<file path="config.mk">
export PLATFORM = sky130hd
export DESIGN_NAME = sync_fifo_param
export DESIGN_NICKNAME = d
export VERILOG_FILES = /design/src/rtl/sync_fifo_param.sv
export SDC_FILE = /design/constraint.sdc
export NUM_CORES = 1
export LEC_CHECK = 0
export CAP_MARGIN = 20
export CORE_MARGIN = 5
export CORE_UTILIZATION = 56
export CTS_BUF_LIST = sky130_fd_sc_hd__clkbuf_2 sky130_fd_sc_hd__clkbuf_4 sky130_fd_sc_hd__clkbuf_8
export CTS_CLUSTER_DIAMETER = 100
export CTS_CLUSTER_SIZE = 24
export DETAILED_ROUTE_END_ITERATION = 8
export GPL_ROUTABILITY_DRIVEN = 0
export PLACE_DENSITY = 0.89
export SLEW_MARGIN = 40
export SYNTH_ARGS = -nofsm -noshare
export SYNTH_HDL_FRONTEND = slang
export SYNTH_SLANG_ARGS = --single-unit
</file>
<file path="constraint.sdc">
create_clock -name clk -period 3 [get_ports clk]
set_clock_uncertainty 0.15 [all_clocks]
set_input_delay 0.9 -clock clk [delete_from_list [all_inputs] [get_ports clk]]
set_output_delay 0.9 -clock clk [all_outputs]
set_load 0.01 [all_outputs]
</file>
<file path="src/rtl/sync_fifo_param.sv">
// Parameterised synchronous FIFO with occupancy flags, sticky overflow/underflow and a registered count.
// Define SYNC_FIFO_FWFT_EN for first-word-fall-through output; default is registered 1-cycle read data.
module sync_fifo_param #(
    parameter int DATA_WIDTH = 8,
    parameter int DEPTH      = 16,
    parameter int AF_THRESH  = DEPTH - 2,
    parameter int AE_THRESH  = 2
) (
    input  logic                    clk,
    input  logic                    rst,
    input  logic                    w_en,
    input  logic                    r_en,
    input  logic [DATA_WIDTH-1:0]   data_in,
    output logic [DATA_WIDTH-1:0]   data_out,
    output logic                    full,
    output logic                    empty,
    output logic                    almost_full,
    output logic                    almost_empty,
    output logic [$clog2(DEPTH):0]  count,
    output logic                    overflow,
    output logic                    underflow
);

    localparam int AW = $clog2(DEPTH);
    localparam int CW = AW + 1;

    logic [DATA_WIDTH-1:0] mem_q [DEPTH];
    logic [AW-1:0]         wr_ptr_q, wr_ptr_d;
    logic [AW-1:0]         rd_ptr_q, rd_ptr_d;
    logic [CW-1:0]         count_q, count_d;
    logic                  overflow_q, overflow_d;
    logic                  underflow_q, underflow_d;
    logic                  wr_acc, rd_acc;

    // Flags depend only on the registered count, so requests never reach them combinationally.
    assign full         = (count_q == CW'(DEPTH));
    assign empty        = (count_q == '0);
    assign almost_full  = (count_q >= CW'(AF_THRESH));
    assign almost_empty = (count_q <= CW'(AE_THRESH));
    assign count        = count_q;
    assign overflow     = overflow_q;
    assign underflow    = underflow_q;

    assign wr_acc = w_en & ~full;
    assign rd_acc = r_en & ~empty;

    always_comb begin
        wr_ptr_d    = wr_ptr_q;
        rd_ptr_d    = rd_ptr_q;
        count_d     = count_q;
        overflow_d  = overflow_q | (w_en & full);
        underflow_d = underflow_q | (r_en & empty);
        if (wr_acc) wr_ptr_d = wr_ptr_q + AW'(1);
        if (rd_acc) rd_ptr_d = rd_ptr_q + AW'(1);
        case ({wr_acc, rd_acc})
            2'b10:   count_d = count_q + CW'(1);
            2'b01:   count_d = count_q - CW'(1);
            default: count_d = count_q;
        endcase
    end

    always_ff @(posedge clk) begin
        if (rst) begin
            wr_ptr_q    <= '0;
            rd_ptr_q    <= '0;
            count_q     <= '0;
            overflow_q  <= 1'b0;
            underflow_q <= 1'b0;
        end else begin
            wr_ptr_q    <= wr_ptr_d;
            rd_ptr_q    <= rd_ptr_d;
            count_q     <= count_d;
            overflow_q  <= overflow_d;
            underflow_q <= underflow_d;
        end
    end

    // Storage is not reset; a write coinciding with reset is dropped.
    always_ff @(posedge clk) begin
        if (wr_acc && !rst) mem_q[wr_ptr_q] <= data_in;
    end

`ifdef SYNC_FIFO_FWFT_EN
    assign data_out = empty ? '0 : mem_q[rd_ptr_q];
`else
    logic [DATA_WIDTH-1:0] data_q, data_d;

    always_comb begin
        data_d = data_q;
        if (rd_acc) data_d = mem_q[rd_ptr_q];
    end

    always_ff @(posedge clk) begin
        if (rst) data_q <= '0;
        else     data_q <= data_d;
    end

    assign data_out = data_q;
`endif

endmodule

</file>
=== After elaboration in Yosys (flattened, before gate mapping) ===
Memories as Yosys holds them, arrays and structs flattened. A register that Yosys moved wholly into a read port is not among the register bits.
Cells that the tools add are included.

* Register bits: 15
* RAM bits: 128
* Input bits: 12
* Output and inout bits: 19
* Logic and storage cells: 30
* Memories kept: 1

* $add $sub $neg: 4
* Order comparisons: 2
* Eq/ne operators: 3
* Multiplexer cells: 3
* Bitwise logic cells: 8
* Reductions and logical operators: 4

{| class="wikitable"
|+ Memories
! name !! depth !! bits a word !! read ports !! clocked after Yosys merged registers in !! wr ports !! RTL line !! RTL
|-
| mem_q || 16 || 8 || 1 || 1 || 1 || 27 || <nowiki>logic [DATA_WIDTH-1:0] mem_q [DEPTH];</nowiki>
|}

{| class="wikitable"
|+ Operators with widths
! operator !! count
|-
| 5-bit case mux with 2 select lines || 1
|-
| 4-bit by 1-bit adder with 4-bit output, second input constant || 2
|-
| 5-bit by 1-bit adder with 5-bit output, second input constant || 1
|-
| 5-bit == test, second input constant || 1
|-
| 5-bit by 4-bit >= comparator with 1-bit output, second input constant || 1
|-
| 5-bit by 2-bit less-or-equal comparator with 1-bit output, second input constant || 1
|-
| 5-bit zero test || 1
|-
| 5-bit by 1-bit subtractor with 5-bit output, second input constant || 1
|-
| 1-bit bitwise AND || 4
|-
| 2-bit by 1-bit == test with 1-bit output, second input constant || 1
|-
| 2-bit == test, second input constant || 1
|-
| 1-bit 2-to-1 mux || 2
|-
| 1-bit NOT || 2
|-
| 1-bit OR || 2
|-
| 2-bit nonzero test || 1
|-
| 1-bit logical AND || 1
|-
| 1-bit zero test || 1
|}

=== Longest topological paths before layout ===
* Depth after elaboration: 6
* Gate-level depth with buffers: 11
* Depth with buffers taken out: 11

=== Least setup slack after synthesis ===
No wires, ideal clock.

* Path type: input -> register
* Start point: input r_en
* End point: register count_q[4], in the netlist count[4]
* Library setup time: 0.123 ns
* Data arrival time: 2.920 ns
* Required time: 2.727 ns
* Path slack: -0.193 ns
* Stages on the path: 10
* Buffers on the path: 1
* Path through: a21boi_1 buf_2 ha_1 inv_1 fa_1 nor2b_1 o21ai_0 nand3_1 or3b_1 mux2_1

* Cells in the longest elaborated chain, start to end: 3
* Elaborated cells between the ends (all ways): 5
* Classes of those cells: 2 x eq/ne; 1 x mux; 1 x bitwise; 1 x reduce/logical

{| class="wikitable"
|+ Ends and longest elaborated chain
! what !! RTL line !! RTL
|-
| start: declaration || 12 || <nowiki>input logic r_en,</nowiki>
|-
| 1-bit bitwise AND (*) || 45 || <nowiki>assign rd_acc = r_en & ~empty;</nowiki>
|-
| named net rd_acc || 33 || <nowiki>logic wr_acc, rd_acc;</nowiki>
|-
| 2-bit by 1-bit == test with 1-bit output or 2-bit == test (tied branches) || 55 || <nowiki>case ({wr_acc, rd_acc})</nowiki>
|-
| 5-bit case mux with 2 select lines or 2-bit nonzero test (tied branches) || - ||
|-
| end signal: assignment || 72 || <nowiki>count_q <= count_d;</nowiki>
|-
| end: declaration || 30 || <nowiki>logic [CW-1:0] count_q, count_d;</nowiki>
|}

The timed path passes the listed nets; every way through them passes the cells marked *.
A chain may end at the register's enable or synchronous reset.

=== Worst setup path after layout ===
* Start point: input w_en
* End point: register count_q[4], in the netlist count[4]

* Cells in the longest elaborated chain, start to end: 3
* Elaborated cells between the ends (all ways): 5
* Classes of those cells: 2 x eq/ne; 1 x mux; 1 x bitwise; 1 x reduce/logical

{| class="wikitable"
|+ Ends and longest elaborated chain
! what !! RTL line !! RTL
|-
| start: declaration || 11 || <nowiki>input logic w_en,</nowiki>
|-
| 1-bit bitwise AND (*) || 44 || <nowiki>assign wr_acc = w_en & ~full;</nowiki>
|-
| 2-bit by 1-bit == test with 1-bit output or 2-bit == test (tied branches) || 55 ||
|-
| 5-bit case mux with 2 select lines or 2-bit nonzero test (tied branches) || - ||
|}

Every way passes the cells marked *; elsewhere a longest branch is shown, timed or not.

==> impl_metrics.tcl <==
set metrics [dict create \
    root_buffer "clkbuf_8" \
    internal_power_mw 3.92 \
    maxSlewViolCount 0 \
    synthDistinctLibCells 36 \
    wire_per_inst_um 21.3 \
    cts_tree "done" \
    hold-worst-slack_ns 0.356 \
    cts-htree-levels 4 \
    final_hold_viol_count 0 \
    layout_commonest_cell "edfxtp_1" \
    p_clk_frac 0.294 \
    slew_headroom 0.544 \
    timing.final.crit_share 0.990 \
    yosysTopAreaCellShare 0.639 \
    rows 37 \
    die_x_um 114 \
    synth_cells 371 \
    synthToLayoutAreaGrowth_pct 18.3 \
    status "complete, no violations" \
    cp.arrival_ns 3.14 \
    route.vias.total 3476 \
    ys_seq_area_frac 0.716 \
    critPathKind "input port to register" \
    dp_hpwl_mm 7.61 \
    die_h_um 114 \
    fill_cells 642 \
    avgSynthCellArea_um2 16.2 \
    final_cell_mix "edfxtp_1 (128), nor2_1 (53), mux2i_1 (34)" \
    setup_violations 0 \
    power_mw 5.45 \
    clock_path_buffers 2 \
    clk_pin_slew_ns 0.08 \
    powerDensity_mw_per_mm2 766 \
    antenna_left 0 \
    reg2reg_depth 12 \
    crit_fanout 3 \
    yosysTopAreaCell "edfxtp_1" \
    start_util 0.577 \
    leakage_nw 2.35 \
    drive_gt1_frac 0.206 \
    clock.fmax_ghz 0.337 \
    hp-class "register to register" \
    first_iter_violations 334 \
    syn-cell-area_mm2 0.00601 \
    swShare 0.280 \
    numCtsBuffers 17 \
    tightest_slew_ns 0.683 \
    grt_pass1_wl_mm 19.2 \
    hold_buffers 0 \
    maxCapViolations 0 \
    power_frac_seq 0.459 \
    grtUsageTotal 0.204 \
    net-switching-power_mw 1.53 \
    fin_nets 455 \
    start_kind "input port" \
    ir_drop_mv 0.623 \
    firstDrtPassIters 5 \
    design.die.area_mm2 0.0129 \
    fin_crit_ns 2.97 \
    synth_nets 393 \
    diodes 0 \
    cp_data_required_time_ns 3.17 \
    ys_ff_latch 151 \
    core_mm2 0.0104 \
    grt_pass1_vias 3478 \
    cts.sinks 151 \
    antenna_found_initial 0 \
    grt_max_degree 51 \
    gr-total-overflow 0 \
    pwr-share-comb 0.247 \
    drc 0 \
    setup_tns_ns 0 \
    synth.area.top_cells "edfxtp_1 (64%), dfxtp_1 (7.7%), mux4_2 (6.0%)" \
    avgViaCountPerCell 5.97 \
    ioPinCount 31 \
    port_buffers 30 \
    yosys_warnings 0 \
    holdPathStages 2 \
    critPathCaptureType "register" \
    clk_latency_ns 0.43 \
    drt-total-wl_mm 12.4 \
]
==> final cells by class <==
| class | instances | area (µm²) | area share |
|---|---|---|---|
| clock buffers | 18 | 241 | 0.0339 |
| inverters | 8 | 30.0 | 0.00422 |
| flip-flops and latches | 151 | 4310 | 0.605 |
| well taps | 136 | 170 | 0.0239 |
| repair buffers | 62 | 563 | 0.0791 |
| multi-input cells | 193 | 1630 | 0.230 |
| clock inverters | 14 | 170 | 0.0239 |
==> synthesized netlist by cell type, drive strengths merged <==
cell	count
xor2	5
nor4	1
mux2i	34
mux2	1
buf	16
xnor2	3
o22ai	16
a21o	1
clkbuf	3
a21boi	2
and2	2
nand2	9
nand4	2
a311oi	8
dfxtp	23
inv	8
nor3	1
or3	2
mux4	16
nor2	53
or3b	1
ha	9
a21oi	7
o21ai	1
edfxtp	128
a22oi	8
a2111oi	1
nand3b	2
fa	1
nand3	3
nor2b	4
==> final timing paths <==
path                             endpoint  startpoint  slack (ns)
worst max-delay path             count[4]        w_en        0.03
worst min-delay path            underflow   underflow        0.36
worst max register to register   count[4]    count[3]        0.16
worst min register to register  underflow   underflow        0.36
==> state kept, by name, indices dropped and copies added (netlist names) <==
register / count
underflow: 1
overflow: 1
count: 5
data_out: 8
rd_ptr_q: 4
mem_q: 128
wr_ptr_q: 4
==> critical path, stage by stage <==
cell and delay [ns]:
clkdlybuf4s50_1 0.44, a21boi_4 0.16, inv_2 0.08, ha_4 0.15, inv_1 0.07, fa_2 0.39, nor2b_4 0.15, o21ai_2 0.07
nand3_1 0.07, or3b_1 0.36, mux2_1 0.31
==> stage by stage <==
| step | util | cells | area, µm² | setup WS [ns] |
|---|---|---|---|---|
| 6_report | 0.683 | 582 | 7120 | 0.0304 |
| 5_1_grt | 0.683 | 582 | 7120 | -0.0121 |
| 4_1_cts | 0.679 | 580 | 7070 | 0.00862 |
| 3_5_place_dp | 0.638 | 548 | 6640 | -0.504 |
| 3_3_place_gp | 0.638 | 548 | 6640 | -0.419 |
| 2_1_floorplan | - | 371 | 6040 | 0.00289 |
==> timing repair <==
item                       in CTS  in global routing
buffers inserted                0                  2
setup endpoints to repair       1                  4
pin swaps                       1                  1
resized for setup               5                  7
gates cloned                    0                  0
hold endpoints to repair        0                  0
==> layer usage <==
metal	part of all wire	vias to the layer above	track usage
li1	-	1548	-
met1	0.38	1705	0.253
met2	0.51	184	0.347
met3	0.086	39	0.0509
met4	0.027	0	0.0761
met5	0	-	0
==> power by group through the flow <==
stage | clock network [mW] | logic (mW) | registers, mW
after floorplan | 0 | 0.685 | 2.57
after global placement | 0 | 1.22 | 2.53
after detailed placement | 0 | 1.27 | 2.54
after CTS | 1.61 | 1.30 | 2.50
after global routing | 1.73 | 1.46 | 2.52
final | 1.60 | 1.35 | 2.50
==> kinds of logic (layout without fill, tap and decap cells) <==
| kind of cell | count (synthesis) | in the layout | synth area share |
|---|---|---|---|
| flip-flops | 151 | 151 | 0.716 |
| AND/OR/NAND/NOR | 80 | 80 | 0.0593 |
| multiplexers | 51 | 51 | 0.118 |
| AO/OA/AOI/OAI | 44 | 44 | 0.0508 |
| buffers and inverters | 27 | 102 | 0.0221 |
| adder cells (fa/ha/maj) | 10 | 10 | 0.0221 |
| XOR/XNOR | 8 | 8 | 0.0117 |
Power figures use the tool's default switching activity.
